`src/rtl/mdu_controller.sv`:
```
// RV32M multiply/divide unit: 32-step shift-add multiply and restoring divide,
// sequenced IDLE -> RUN -> DONE with a combinational stall toward the hazard logic.
module mdu_controller #(
    parameter int unsigned XLEN = 32
) (
    input  logic            clock,
    input  logic            reset,
    input  logic            start,
    input  logic [2:0]      function_3,
    input  logic [XLEN-1:0] operand_a,
    input  logic [XLEN-1:0] operand_b,
    input  logic            flush,
    output logic            busy,
    output logic            stall_request,
    output logic            result_valid,
    output logic [XLEN-1:0] result
);

    localparam int unsigned W  = XLEN;
    localparam int unsigned W2 = 2 * XLEN;
    localparam int unsigned CW = 6;

    typedef enum logic [1:0] {
        IDLE = 2'd0,
        RUN  = 2'd1,
        DONE = 2'd2
    } state_e;

    state_e          state_q, state_d;
    logic [2:0]      op_q, op_d;
    logic [W-1:0]    a_q, a_d;
    logic [W-1:0]    b_q, b_d;
    logic [W2-1:0]   acc_q, acc_d;
    logic [CW-1:0]   cnt_q, cnt_d;
    logic            neg_res_q, neg_res_d;
    logic            neg_rem_q, neg_rem_d;
    logic [W-1:0]    result_q, result_d;

    // Operand classification at capture time
    logic            a_signed, b_signed, sa, sb;
    logic [W-1:0]    a_mag, b_mag;
    logic            div0, ovf, special, accept, last;
    logic [W-1:0]    special_res;

    assign a_signed = !(function_3[0] && (function_3[1] || function_3[2]));
    assign b_signed = function_3[2] ? !function_3[0] : !function_3[1];
    assign sa       = a_signed && operand_a[W-1];
    assign sb       = b_signed && operand_b[W-1];
    assign a_mag    = sa ? W'(-operand_a) : operand_a;
    assign b_mag    = sb ? W'(-operand_b) : operand_b;
    assign div0     = function_3[2] && (operand_b == '0);
    assign ovf      = function_3[2] && !function_3[0] && !div0
                      && (operand_a == {1'b1, {(W-1){1'b0}}}) && (operand_b == '1);
    assign special  = div0 || ovf;
    assign special_res = div0 ? (function_3[1] ? operand_a : '1)
                              : (function_3[1] ? '0 : {1'b1, {(W-1){1'b0}}});
    assign accept   = start && !flush;
    assign last     = (cnt_q == CW'(W - 1));

    // One iteration of each datapath
    logic [W:0]      mul_sum, div_shift, div_rem;
    logic [W2-1:0]   mul_next, prod;
    logic [W-1:0]    div_quo, quo_fix, rem_fix, final_res;
    logic            div_ge;

    assign mul_sum   = {1'b0, acc_q[W2-1:W]} + (acc_q[0] ? {1'b0, a_q} : '0);
    assign mul_next  = {mul_sum, acc_q[W-1:1]};
    assign div_shift = {acc_q[W-1:0], a_q[W-1]};
    assign div_ge    = div_shift >= {1'b0, b_q};
    assign div_rem   = div_ge ? (div_shift - {1'b0, b_q}) : div_shift;
    assign div_quo   = {a_q[W-2:0], div_ge};
    assign prod      = neg_res_q ? W2'(-mul_next) : mul_next;
    assign quo_fix   = neg_res_q ? W'(-div_quo) : div_quo;
    assign rem_fix   = neg_rem_q ? W'(-div_rem[W-1:0]) : div_rem[W-1:0];
    assign final_res = op_q[2] ? (op_q[1] ? rem_fix : quo_fix)
                               : ((op_q == 3'b000) ? prod[W-1:0] : prod[W2-1:W]);

    always_ff @(posedge clock or posedge reset) begin
        if (reset) begin
            state_q <= IDLE;
        end else begin
            state_q <= state_d;
        end
    end

    always_comb begin
        state_d = state_q;
        case (state_q)
            IDLE:    if (accept) state_d = special ? DONE : RUN;
            RUN:     if (flush) state_d = IDLE;
                     else if (last) state_d = DONE;
            DONE:    state_d = IDLE;
            default: state_d = IDLE;
        endcase
    end

    always_comb begin
        busy          = (state_q != IDLE);
        stall_request = ((state_q == IDLE) && accept) || (state_q == RUN);
        result_valid  = (state_q == DONE);
    end

    // Datapath register updates; result only moves on a completing edge
    always_comb begin
        op_d      = op_q;
        a_d       = a_q;
        b_d       = b_q;
        acc_d     = acc_q;
        cnt_d     = cnt_q;
        neg_res_d = neg_res_q;
        neg_rem_d = neg_rem_q;
        result_d  = result_q;
        case (state_q)
            IDLE: begin
                if (accept) begin
                    op_d      = function_3;
                    a_d       = a_mag;
                    b_d       = b_mag;
                    acc_d     = function_3[2] ? '0 : {{W{1'b0}}, b_mag};
                    cnt_d     = '0;
                    neg_res_d = sa ^ sb;
                    neg_rem_d = sa;
                    if (special) result_d = special_res;
                end
            end
            RUN: begin
                if (!flush) begin
                    cnt_d = cnt_q + CW'(1);
                    if (op_q[2]) begin
                        acc_d = {{(W-1){1'b0}}, div_rem};
                        a_d   = div_quo;
                    end else begin
                        acc_d = mul_next;
                    end
                    if (last) result_d = final_res;
                end
            end
            default: ;
        endcase
    end

    always_ff @(posedge clock or posedge reset) begin
        if (reset) begin
            op_q      <= '0;
            a_q       <= '0;
            b_q       <= '0;
            acc_q     <= '0;
            cnt_q     <= '0;
            neg_res_q <= 1'b0;
            neg_rem_q <= 1'b0;
            result_q  <= '0;
        end else begin
            op_q      <= op_d;
            a_q       <= a_d;
            b_q       <= b_d;
            acc_q     <= acc_d;
            cnt_q     <= cnt_d;
            neg_res_q <= neg_res_d;
            neg_rem_q <= neg_rem_d;
            result_q  <= result_d;
        end
    end

    assign result = result_q;

endmodule

```
`config.mk`:
```
export PLATFORM = sky130hd
export DESIGN_NAME = mdu_controller
export DESIGN_NICKNAME = d
export VERILOG_FILES = /design/src/rtl/mdu_controller.sv
export SDC_FILE = /design/constraint.sdc
export NUM_CORES = 1
export LEC_CHECK = 0
export CORE_ASPECT_RATIO = 0.6
export CORE_MARGIN = 1.5
export CORE_UTILIZATION = 45
export DETAILED_ROUTE_END_ITERATION = 10
export GPL_TIMING_DRIVEN = 0
export HOLD_SLACK_MARGIN = 0.15
export PLACE_DENSITY_LB_ADDON = 0.3
export SLEW_MARGIN = 30
export SYNTH_ARGS = -nofsm -noshare
export SYNTH_HDL_FRONTEND = slang
export SYNTH_SLANG_ARGS = --single-unit
```
`constraint.sdc`:
```
create_clock -name clock -period 8.49 [get_ports clock]
set_input_delay 2.1225 -clock clock [delete_from_list [all_inputs] [get_ports clock]]
set_output_delay 2.1225 -clock clock [all_outputs]
set_load 0.05 [all_outputs]
```
* Yosys cells after proc, flatten, opt, wreduce, memory -nomap -nowiden *
Index checks and enable logic that the tools add are counted.

operators by class
  reductions and logical operators = 28
  bitwise gates (word level) = 1
  muxes and demuxes = 36
  eq/ne operators = 11
  magnitude comparators = 1
  add/subtract/negate cells = 8

operators with widths
  kind                  count
  $mux 32               19
  $mux 64               4
  $neg 32->32           4
  $pmux 32 s2           2
  $pmux 64 s2           1
  $eq 32x32->1 const B  2
  $neg 64->64           1
  $add 32x32->33        1
  $ge 33x32->1          1
  $mux 33               1
  $sub 33x32->33        1
  $logic_not 32->1      1
  $mux 6                2
  $pmux 6 s2            1
  $logic_and 1x1->1     10
  $ne 2x2->1 const B    5
  $mux 2                4
  $add 6x1->6 const B   1
  $eq 6x5->1 const B    1
  $logic_not 1->1       5
  $reduce_and 5->1      1
  $pmux 2 s2            1
  $reduce_and 2->1      2
  $reduce_and 4->1      1
  10 further kinds      13

storage, ports and cells
  register bits = 173
  output and inout port bits = 35
  input bits = 71

* Logic depth before layout (Yosys ltp) *
Gate-level depths: netlist (run 1).

  depth after elaboration = 10
  gate-level depth with buffers = 23

* Least setup slack after synthesis (run 1) *
No wires, ideal clock.

  path kind = reg2reg
  start point = register b_q[26]
  end point = register result_q[18] (netlist: result[18])
  setup slack = 3.005 ns
  required time = 8.369 ns
  stages on the path, launching flop included = 22
  buffers on the path = 4
  data arrival time = 5.364 ns
  cells stage by stage = dfrtp_1 > inv_1 > ha_1 > clkbuf_1 > a21oi_1 > o21ai_1 > a2111oi_0 > o211a_1 > nand2_1 > inv_2 > clkbuf_1 > clkbuf_1 > buf_1 > ha_1 > or3b_2 > or4_1 > or2_2 > o41ai_1 > xnor2_1 > a22oi_1 > a41oi_1 > o22a_1

between the ends
  longest elaborated chain between the ends = 9
  elaborated cells on any way between the ends = 11
  classes of those cells = add/sub: 2; order compare: 1; mux: 8

ends and longest elaborated chain
  what                      RTL line  RTL
  from (decl)               32        logic [W-1:0] b_q, b_d;
  from (signal assigned)    146       b_q <= '0;
  from (signal assigned)    155       b_q <= b_d;
  $ge 33x32->1 (*)          69        assign div_ge = div_shift >= {1'b0, b_q};
  $mux 33                   70        assign div_rem = div_ge ? (div_shift - {1'b0, b_q}) : div_shift;
  $neg 32->32               74        assign rem_fix = neg_rem_q ? W'(-div_rem[W-1:0]) : div_rem[W-1:0];
  $mux 32                   74
  $mux 32 (*) (2 in a row)  75        assign final_res = op_q[2] ? (op_q[1] ? rem_fix : quo_fix)
  $mux 32 (*)               135       if (last) result_d = final_res;
  $mux 32 (*)               127       if (!flush) begin
  $pmux 32 s2 (*)           113       case (state_q)
  to (signal assigned)      160       result_q <= result_d;
  to (decl)                 37        logic [W-1:0] result_q, result_d;

Mark *: on every way between the ends. The rest lies on a longest branch, timed or not. The select of a mux whose other input is x is not followed.
A chain may end at the register's enable or synchronous reset.

* Final worst setup path (run 1) *
  start point = register acc_q[15]
  end point = register result_q[22] (netlist: result[22])

between the ends
  longest elaborated chain between the ends = 9
  elaborated cells on any way between the ends = 15
  classes of those cells = add/sub: 4; order compare: 1; mux: 10

ends and longest elaborated chain
  what                                                   RTL line  RTL
  from (decl)                                            33        logic [W2-1:0] acc_q, acc_d;
  from (signal assigned)                                 147       acc_q <= '0;
  from (signal assigned)                                 156       acc_q <= acc_d;
  $sub 33x32->33 / $ge 33x32->1 (equally long branches)  70, 69
  $mux 33                                                70
  $neg 32->32                                            74
  $mux 32                                                74
  $mux 32                                                75
  $mux 32 (*)                                            75
  $mux 32 (*)                                            135
  $mux 32 (*)                                            127
  $pmux 32 s2 (*)                                        113

Marks and branches as above.

==> run metrics, run 1 <==
Fin Setup TNS=0 ns; initial antenna violation count=1; worst slew pin tran=1.17 ns; Reg-to-Reg Start=acc_q[15]$_DFFE_PP0P_; DIE AREA=0.0407 sq mm; Num CTS Buffers=17; top cell type by total area after synthesis=dfrtp_1; Initial DRT Pass Iterations=8; Layout fillers=roughly 3900; DIE HEIGHT=approximately 160 microns; clock group share of total power=0.110; Synth area leaders=dfrtp_1 (24%), o21ai_0 (6.8%), nand2_1 (6.3%); crit end category=register; clk slew on worst S/H paths=0.08 ns; Congestion Overflow GR=0; met2 global-route usage=0.540; Cells after Synth=2419; switching power=4.37 mW; unrepaired setup endpoints after global routing=false; Reg2Reg Setup Slack=0.15 ns; CP arrival=8.74 ns; first-pass GRT wire length=between 100000 and 150000 microns; detailed-route wire length=89600 microns; share of cells above drive strength 1=0.0356; Syn Area/Cell=7.34 sq um; drt via density=6.74; Crit Path Class=register to register; H-Tree Depth=4; top_reg_cell synth=dfrtp_1; pre-CTS WS=0.462 ns; Net count, final=2689; DP Cell Count=3048; Startpoint Class=register; Pins Over Slew Limit=0; post-layout util=0.517; vias=20800; Seq pwr share=0.195; Buffers on Ports=104; row count=56; Starting Density=0.456; Synth top cells by count=nand2_1 (298), o21ai_0 (241), nor2_1 (228), dfrtp_1 (173), a21oi_1 (159); Peak VDD IR=0.275 mV; setup ws final=0.146 ns; largest net degree at the start of global routing=between 80 and 90; post-route ant nets=0; Power per Cell Area=369 mW/mm^2; status=finished, final reports clean; Leak=7.93 nW; Hold Path Class=register to register; #FFs+latches synth=173; Setup Skew=0.0159 ns; IO Count=106; met1 Use GR=0.677; worst reg2reg path endpoint=result[22]$_DFFE_PP0P_; CTS tree=yes; async set-reset flop share out of synthesis=1.00; Area growth, synth to finish=13.5%; crit path max fanout=10; Net Count, Synth=around 2600; Final period util=0.983; Peak Freq=120 MHz; Die W=260 microns; number of synthesized flops with an enable pin=0; vias in the first global route=18300; R2R cell count=21; Combinational Power Share=0.695; cell area after placement=0.0195 sq mm; core area=between 0.03 and 0.04 sq mm; drt drc=0; clock insertion delay at the later pin of the skew report=0.48 ns; worst hold stages=2; internal power=3.06 mW; CTS Buffer Depth=2; Overall Power=7.43 mW; Fin. Hold Viols=0; met3 Use GR=0.187; Critical Path RT=8.89 ns; Syn Std Cell Area=approximately 0.018 sq mm; DP HPWL=72600 microns; Seq/Total Area, Yosys=0.244; post-synth top area share=0.244; Sw Share=0.588; root buffer cell=clkbuf_16; Top Usage Layer GRT=met1; clk sinks=173; Max-Cap Viols=0; worst hold path startpoint=b_q[8]$_DFFE_PP0P_; post-synth cell types=95; Final setup viols=0; wire per inst=about 29 microns; worst hold endpoint=b_q[8]$_DFFE_PP0P_; Final Critical Period=8.34 ns; count leader, synth=nand2_1; Ys Warns=0; worst hold slack=0.487 ns; max_slew headroom=0.214; DR iter-0 viols=3505; total track usage=0.435; Finished Cell Area=0.0202 sq mm; gp weighted congestion=1.09; final std cells w/o fill=between 3000 and 4000
==> critical path, cell delays in order (launching register included) <==
cell      delay [ns]
dfrtp_1         0.59
ha_1            0.31
clkbuf_1        0.23
and4_1          0.31
and2_1          0.19
a221oi_1        0.51
a21o_1          0.37
nand2_1         0.31
inv_2           0.27
clkbuf_1        0.58
clkbuf_1        0.61
buf_1           0.58
ha_1            0.38
or3b_2          0.47
or4_1           0.54
or3_1           0.43
o21ai_0         0.24
xnor2_1         0.23
o21ai_0         0.12
nor3_1          0.58
nor3_1          0.15
nor3_1          0.22
==> cells by family (layout without fill, tap and decap cells) <==
family,Yosys count,in the layout,synth area share
adder cells (fa/ha/maj),73,73,0.0523
other,0,1,0
AND/OR/NAND/NOR,890,890,0.239
AO/OA/AOI/OAI,789,789,0.285
buffers and inverters,242,381,0.0523
XOR/XNOR,213,213,0.105
flip-flops,173,173,0.244
multiplexers,39,39,0.0223
==> flip-flops by register name (all words and copies together) (netlist names) <==
register,cells
a_q,32
acc_q,64
b_q,32
cnt_q,6
neg_rem_q,1
neg_res_q,1
op_q,3
result,32
state_q,2
==> timing repair <==
action	4_1_cts	5_1_grt
hold buffers	0	0
buffers inserted	0	0
gates resized for setup	0	4
endpoints found under the setup margin	0	6
==> final cells by class <==
type | count | area, sq um | share of cell area
clock inverter | 13 | 126 | 0.00627
timing repair buffer | 107 | 1100 | 0.0547
clock buffer | 19 | 453 | 0.0225
inverter | 67 | 259 | 0.0128
antenna | 1 | 2.50 | 0.000124
tap | 522 | 653 | 0.0324
multi-input combinational | 2004 | 12600 | 0.623
buffer | 175 | 678 | 0.0336
sequential | 173 | 4330 | 0.215
==> routing by layer <==
metal	wire (microns)	vias up
met5	0	-
met4	1090	0
met3	15100	97
met2	32300	1471
met1	41100	10200
li1	-	9010
==> cells in the final DEF, fill, tap and decap left out, types with 32 or more instances in the layout <==
cell and count:
a211oi_1 35, a21o_1 32, a21oi_1 159, and2_1 51, clkbuf_1 157, clkdlybuf4s50_1 104, dfrtp_1 173, ha_1 71
inv_1 63, mux2i_1 35, nand2_1 298, nand3_1 43, nand4_1 35, nor2_1 227, nor3_1 64, o21ai_0 241
o31ai_1 51, or3_1 37, xnor2_1 90, xor2_1 122
==> how the worst max path moves through the flow <==
stage,from,to,slack [ns],depth (start not counted)
floorplan,reset,a_q[0]$_DFFE_PP0P_,1.68,1
global placement,reset,result[10]$_DFFE_PP0P_,-0.87,2
detailed placement,acc_q[4]$_DFFE_PP0P_,result[30]$_DFFE_PP0P_,0.46,22
CTS,acc_q[4]$_DFFE_PP0P_,result[30]$_DFFE_PP0P_,0.43,22
global route,acc_q[15]$_DFFE_PP0P_,result[18]$_DFFE_PP0P_,0.11,20
finish,acc_q[15]$_DFFE_PP0P_,result[22]$_DFFE_PP0P_,0.15,21
==> power groups by stage <==
stage                     clock network (mW)  logic, mW  registers [mW]
after floorplan                            0       2.94            1.53
after global placement                     0       4.84            1.42
after detailed placement                   0       4.87            1.43
after CTS                              0.807       4.90            1.42
after global routing                   0.839       5.40            1.45
final                                  0.816       5.17            1.45
No activity file was read; power rests on OpenSTA's default activity.
==> inputs of run 2 (changes only) <==
HOLD_SLACK_MARGIN = unset   (was 0.15)
==> results of run 2 <==
No change in the layout: final DEF, timing and power equal those of run 1.
